### src/rtl/tlb_maint_unit.sv
// TLB array with a serialised maintenance engine and a combinational lookup port.
//
// state    | meaning
// ---------+--------------------------------------------------------------
// ST_IDLE  | ready for a maintenance request; req_ready high
// ST_SWEEP | INVTLB in progress, one entry per cycle at ptr
// ST_DONE  | one-cycle completion pulse on resp_valid
//
// Entry layout (89 bits): [88] e, [87:69] vppn, [68:63] ps, [62:53] asid,
// [52] g, [51:26] page0, [25:0] page1. The e bits live in their own
// resettable vector; the remaining 88 bits are unreset storage.
module tlb_maint_unit #(
    parameter int          TLBNUM    = 16,
    parameter int          IDX_W     = $clog2(TLBNUM),
    parameter logic [15:0] LFSR_SEED = 16'hACE1
) (
    input  logic             clk,
    input  logic             reset,
    input  logic             req_valid,
    output logic             req_ready,
    input  logic [2:0]       req_op,
    input  logic [4:0]       req_invop,
    input  logic [IDX_W-1:0] req_index,
    input  logic [9:0]       req_asid,
    input  logic [18:0]      req_vppn,
    input  logic [88:0]      req_entry,
    output logic             resp_valid,
    output logic             resp_err,
    output logic             resp_hit,
    output logic [IDX_W-1:0] resp_index,
    output logic [88:0]      resp_entry,
    input  logic [18:0]      lk_vppn,
    input  logic             lk_odd,
    input  logic [9:0]       lk_asid,
    output logic             lk_found,
    output logic [IDX_W-1:0] lk_index,
    output logic [5:0]       lk_ps,
    output logic [25:0]      lk_page
);

    localparam logic [2:0] OP_SRCH = 3'd0;
    localparam logic [2:0] OP_RD   = 3'd1;
    localparam logic [2:0] OP_WR   = 3'd2;
    localparam logic [2:0] OP_FILL = 3'd3;
    localparam logic [2:0] OP_INV  = 3'd4;

    typedef enum logic [1:0] {ST_IDLE, ST_SWEEP, ST_DONE} state_t;

    state_t            state, state_nxt;
    logic [TLBNUM-1:0] tlb_e;
    logic [87:0]       tlb_body [TLBNUM];
    logic [15:0]       lfsr;
    logic [IDX_W-1:0]  ptr;
    logic [2:0]        inv_op;
    logic [9:0]        inv_asid;
    logic [18:0]       inv_vppn;

    logic [TLBNUM-1:0] lk_match, srch_match;
    logic              lk_hit, srch_hit;
    logic [IDX_W-1:0]  lk_idx, srch_idx;
    logic              acc, is_inv, inv_bad, req_bad, start_sweep, sweep_last;
    logic              wr_en;
    logic [IDX_W-1:0]  wr_idx, victim;
    logic [87:0]       sw_body;
    logic              sw_g, sw_asid_m, sw_va_m, sw_clear, lk_sel_odd;

    // Large pages (ps=21) only compare the upper 10 vppn bits.
    function automatic logic vppn_eq(input logic [18:0] ent_vppn, input logic [5:0] ps,
                                     input logic [18:0] vppn);
        if (ps == 6'd21) return ent_vppn[18:9] == vppn[18:9];
        return ent_vppn == vppn;
    endfunction

    assign victim      = lfsr[IDX_W-1:0];
    assign acc         = req_valid & req_ready;
    assign is_inv      = (req_op == OP_INV);
    assign inv_bad     = is_inv & (req_invop > 5'd6);
    assign req_bad     = (req_op > OP_INV) | inv_bad;
    assign start_sweep = acc & is_inv & ~inv_bad;
    assign sweep_last  = (ptr == IDX_W'(TLBNUM - 1));
    assign wr_en       = acc & ((req_op == OP_WR) | (req_op == OP_FILL));
    assign wr_idx      = (req_op == OP_FILL) ? victim : req_index;

    // Per-entry match vectors for the lookup port and for TLBSRCH.
    always_comb begin
        lk_match   = '0;
        srch_match = '0;
        for (int i = 0; i < TLBNUM; i++) begin
            lk_match[i]   = tlb_e[i]
                          & (tlb_body[i][52] | (tlb_body[i][62:53] == lk_asid))
                          & vppn_eq(tlb_body[i][87:69], tlb_body[i][68:63], lk_vppn);
            srch_match[i] = tlb_e[i]
                          & (tlb_body[i][52] | (tlb_body[i][62:53] == req_asid))
                          & vppn_eq(tlb_body[i][87:69], tlb_body[i][68:63], req_vppn);
        end
    end

    // Priority encoders: scanning downwards lets the lowest index win.
    always_comb begin
        lk_hit   = 1'b0;
        lk_idx   = '0;
        srch_hit = 1'b0;
        srch_idx = '0;
        for (int i = TLBNUM - 1; i >= 0; i--) begin
            if (lk_match[i]) begin
                lk_hit = 1'b1;
                lk_idx = IDX_W'(i);
            end
            if (srch_match[i]) begin
                srch_hit = 1'b1;
                srch_idx = IDX_W'(i);
            end
        end
    end

    // Lookup outputs; hits are hidden while a sweep is partway through the array.
    always_comb begin
        lk_index   = lk_idx;
        lk_ps      = tlb_body[lk_idx][68:63];
        lk_sel_odd = (lk_ps == 6'd21) ? lk_vppn[8] : lk_odd;
        lk_page    = lk_sel_odd ? tlb_body[lk_idx][25:0] : tlb_body[lk_idx][51:26];
        lk_found   = lk_hit & (state != ST_SWEEP);
    end

    // Invalidate condition for the entry currently under the sweep pointer.
    always_comb begin
        sw_body   = tlb_body[ptr];
        sw_g      = sw_body[52];
        sw_asid_m = (sw_body[62:53] == inv_asid);
        sw_va_m   = vppn_eq(sw_body[87:69], sw_body[68:63], inv_vppn);
        sw_clear  = 1'b0;
        case (inv_op)
            3'd0, 3'd1: sw_clear = 1'b1;
            3'd2:       sw_clear = sw_g;
            3'd3:       sw_clear = ~sw_g;
            3'd4:       sw_clear = ~sw_g & sw_asid_m;
            3'd5:       sw_clear = ~sw_g & sw_asid_m & sw_va_m;
            3'd6:       sw_clear = (sw_g | sw_asid_m) & sw_va_m;
            default:    sw_clear = 1'b0;
        endcase
    end

    // State register.
    always_ff @(posedge clk) begin
        if (reset) state <= ST_IDLE;
        else       state <= state_nxt;
    end

    // Next-state logic and handshake outputs.
    always_comb begin
        state_nxt  = state;
        req_ready  = 1'b0;
        resp_valid = 1'b0;
        case (state)
            ST_IDLE: begin
                req_ready = 1'b1;
                if (req_valid) state_nxt = (is_inv & ~inv_bad) ? ST_SWEEP : ST_DONE;
            end
            ST_SWEEP: begin
                if (sweep_last) state_nxt = ST_DONE;
            end
            ST_DONE: begin
                resp_valid = 1'b1;
                state_nxt  = ST_IDLE;
            end
            default: state_nxt = ST_IDLE;
        endcase
    end

    // Galois LFSR (taps 16,14,13,11), free-running; low bits pick the FILL victim.
    always_ff @(posedge clk) begin
        if (reset) lfsr <= LFSR_SEED;
        else       lfsr <= {1'b0, lfsr[15:1]} ^ ({16{lfsr[0]}} & 16'hB400);
    end

    // Sweep pointer and latched INVTLB operands.
    always_ff @(posedge clk) begin
        if (reset) begin
            ptr      <= '0;
            inv_op   <= '0;
            inv_asid <= '0;
            inv_vppn <= '0;
        end else if (start_sweep) begin
            ptr      <= '0;
            inv_op   <= req_invop[2:0];
            inv_asid <= req_asid;
            inv_vppn <= req_vppn;
        end else if (state == ST_SWEEP) begin
            ptr <= ptr + 1'b1;
        end
    end

    // Valid bits: writes from WR/FILL, clears from the sweep.
    always_ff @(posedge clk) begin
        if (reset) begin
            tlb_e <= '0;
        end else if (wr_en) begin
            tlb_e[wr_idx] <= req_entry[88];
        end else if ((state == ST_SWEEP) && sw_clear) begin
            tlb_e[ptr] <= 1'b0;
        end
    end

    // Entry payload storage; meaningless while e=0, so left unreset.
    always_ff @(posedge clk) begin
        if (wr_en) tlb_body[wr_idx] <= req_entry[87:0];
    end

    // Response fields, updated once per completed request and held until the next.
    always_ff @(posedge clk) begin
        if (reset) begin
            resp_err   <= 1'b0;
            resp_hit   <= 1'b0;
            resp_index <= '0;
            resp_entry <= '0;
        end else if (acc && !start_sweep) begin
            resp_err   <= req_bad;
            resp_hit   <= (req_op == OP_SRCH) & srch_hit;
            resp_index <= (req_op == OP_SRCH) ? srch_idx :
                          (req_op == OP_FILL) ? victim : '0;
            resp_entry <= ((req_op == OP_RD) && tlb_e[req_index]) ?
                          {1'b1, tlb_body[req_index]} : '0;
        end else if ((state == ST_SWEEP) && sweep_last) begin
            resp_err   <= 1'b0;
            resp_hit   <= 1'b0;
            resp_index <= '0;
            resp_entry <= '0;
        end
    end

endmodule

### config.mk
export PLATFORM = sky130hd
export DESIGN_NAME = tlb_maint_unit
export DESIGN_NICKNAME = d
export VERILOG_FILES = /design/src/rtl/tlb_maint_unit.sv
export SDC_FILE = /design/constraint.sdc
export NUM_CORES = 2
export LEC_CHECK = 0
export BUFFER_PORTS_ARGS = -buffer_cell sky130_fd_sc_hd__buf_2
export CORE_AREA = 2 2 497 697
export CTS_CLUSTER_DIAMETER = 80
export DETAILED_ROUTE_END_ITERATION = 7
export DIE_AREA = 0 0 499 699
export MAX_ROUTING_LAYER = met4
export PLACE_DENSITY_LB_ADDON = 0.3
export SYNTH_ARGS = -nofsm -noshare
export SYNTH_HDL_FRONTEND = slang
export SYNTH_SLANG_ARGS = --single-unit
### constraint.sdc
create_clock -name clk -period 8.3 [get_ports clk]
set_input_delay 0.415 -clock clk [delete_from_list [all_inputs] [get_ports clk]]
set_output_delay 0.415 -clock clk [all_outputs]
set_load 0.005 [all_outputs]
==> metrics.yaml <==
cpPeakStageDelay_ps: 750
avgSynthCellArea_um2: 14.37
status: "complete, no violations"
hold_violations: 0
synth_edf_count: 1408
max_cap_viol_count: 0
setup_viol: 0
avgRoutedWirePerCell_um: 34.49
multi_input_area_um2: 37800
synth-seq-area-share_pct: 53.47
yosysWarnings: 0
tightest_slew_ps: 1277
clock_path_buffers: 4
die_y_um: 699
syn_area_um2: 85400
ys_top_cells_by_area: "edfxtp_1 (50%), mux4_2 (16%), xor2_1 (5.2%), xnor2_1 (4.7%), dfxtp_1 (4.0%)"
cts_sinks: 1577
yosysTopAreaCell: "edfxtp_1"
tns_ps: 0
vias: 57419
place_area_um2: 92050
netlist_instances: 5941
rows: 255
grt_max_degree: 151
fill_cells: 34347
stdcell_count: 10910
finalCritPeriodShare_pct: 93.58
final_layout_size_suffix_gt1_share_pct: 24.75
clkSlewWorstSetupHoldPaths_ps: 60
critPathSlowestCell: "nor4bb_1"
hold_path.class: "input pin to register"
leakage_nw: 32.50
grt-ovfl-total: 0
final_nets: 6385
rsz0062_at_grt: "false"
synth-compound-area-share_pct: 5.206
grt_usage_pct: 21.65
route.detailed.drc: 0
synth_nets: 6108
cp.required_ps: 7890
design_area_um2: 99080
cpMostUsedCell: "buf_4"
wirelength_um: 376300
maxSlewHeadroom_pct: 14.68
firstDrtPassIters: 6
start_kind: "register"
postCtsSetupBuffers: 0
async_flop_share_pct: 0
cp.buffers_inverters: 3
cp_cell_sequence: "nor4bb_1 -> nand3b_1 -> o31ai_1 -> nand3_1 -> o211ai_1 -> a211oi_2 -> a21oi_4 -> buf_4 -> mux2_1 -> a2bb2oi_1 -> and3_4 -> nor4_1 -> and4bb_1 -> mux2i_4 -> buf_4 -> mux2_2 -> buf_2"
end_kind: "output port"
synthAdderAreaFrac_pct: 0.05861
grt_pass1_vias: 58949
antenna_found_initial: 50
most-common-layout-cells: "edfxtp_1 (1408), mux4_2 (596), xor2_1 (503)"
power_per_cell_area_nw_per_um2: 183.9
die_w_um: 499
synthMuxAreaShare_pct: 21.71
clockRootBuffer: "clkbuf_16"
max_freq_ghz: 0.1288
place_ws_ps: 1557
cts.htree.levels: 4
drv_slew: 0
synth_ff_type: "edfxtp_1"
skew_ps: 77.63
synth_xor_xnor_area_share_pct: 9.897
cts_resized: 0
initial_core_util_pct: 24.90
routed_via_density: 5.263
hpwl_um: 254100
fin_util_pct: 28.89
cts_made_buffers: 183
numPortBuffers: 296
ys_types: 91
areaGrowthSynthToFinish_pct: 16.02
cts_tree: "done"
placed_cells: 10439
ir_drop_v: 0.0001796
synth_top_family_by_area: "multiplexers"
dieArea_um2: 348800
grt_pass1_wl_um: 509800
hold_buffers: 91
yosys.area.top_type_share_pct: 49.51
antenna_left: 0
ff_latch_area_um2: 45680
core_area_um2: 343000
drtIter0Drc: 5423
place_congestion: 0.9690
arrival_ps: 7350
crit_fanout: 36
fin_crit_ps: 7767
io_pins: 297
fin_ws_ps: 533.1
clk_latency_ps: 910
synth_simple_gate_area_share_pct: 7.138
crit_family: "simple AND/OR/NAND/NOR gates"
mostFrequentLayoutCell: "edfxtp_1"
ys_ff_latch: 1577
path_class: "register to output port"
[cell families after synthesis]
family,after synthesis
fa+ha+maj,4
simple gates,1196
buf+inv,455
mux,1074
compound gates,670
flops,1577
xor+xnor,965
[worst paths after layout]
kind | startpoint | end | slack [ps] | cells after the start
max | tlb_body[4][66]$_DFFE_PP_ | lk_page[2] | 530 | 17
min | req_entry[76] | tlb_body[9][76]$_DFFE_PP_ | 70 | 1
max reg2reg | register | tlb_e[15]$_SDFFE_PP0P_ | 2850 | 14
min reg2reg | lfsr[6]$_SDFF_PP1_ | lfsr[5]$_SDFF_PP1_ | 410 | 1
[sequential cells by signal, indices dropped and copies added (netlist names), 4 cells and up, named ones only]
| signal | cells |
|---|---|
| inv_asid | 10 |
| inv_vppn | 19 |
| lfsr | 16 |
| ptr | 4 |
| resp_entry | 89 |
| resp_index | 4 |
| tlb_body | 1408 |
| tlb_e | 16 |
[area by class of cell]
cell class                 instances  share of cell area (%)
antenna                           49                  0.1238
clock buffer                     247                   5.039
clock inverter                    84                   1.009
inverter                          13                 0.06188
multi-input combinational       3909                   38.15
sequential                      1577                   46.10
tap                             4497                   5.679
timing repair buffer             534                   3.841
[worst register-to-register path, cell delays in order (launching register included)]
cell	delay (ps)
dfxtp_4	690
buf_4	690
mux4_2	710
mux4_2	490
xor2_1	150
or4_1	620
nor4_1	330
buf_4	360
a31oi_1	90
o32ai_1	310
o211ai_1	140
buf_4	260
a22o_1	280
a22oi_1	140
nor2_1	50
[report_power, final]
part | internal [mW] | switching [mW] | leakage [nW] | total, mW
registers | 8.67 | 0.0331 | 14.0 | 8.70
clock network | 4.80 | 3.46 | 2.89 | 8.26
logic | 0.476 | 0.778 | 15.6 | 1.25
[cells in the mapped netlist, drive strengths merged, types with 13 or more instances]
cell type / instances
buf: 186
nor3: 77
a31oi: 80
o31ai: 22
nand2: 313
nor3b: 22
a221oi: 16
mux4: 596
o21ai: 26
mux2: 193
nand4bb: 13
xnor2: 462
edfxtp: 1408
nor4: 116
xor2: 503
nor2b: 16
nand2b: 95
nor2: 246
dfxtp: 169
or3: 16
nand4: 125
clkbuf: 256
nand3: 97
a21oi: 253
a211oi: 167
inv: 13
and3: 17
a41oi: 23
mux2i: 285
[routing by layer]
layer  track usage, %  routed length [um]  up-vias
met3            2.299               16120      704
met5                -                   0        -
met2            37.04              191500     2211
met4            12.08               24340        0
met1            24.72              144300    30642
li1                 -                   -    23862
[stage by stage]
step	hold WS, ps	total power, mW
after floorplan	389.5	9.608
after global placement	396.1	10.09
after detailed placement	403.8	10.09
after CTS	11.67	18.42
after global routing	31.56	18.75
final	70.78	18.22
(Power assumes the default switching activity.)
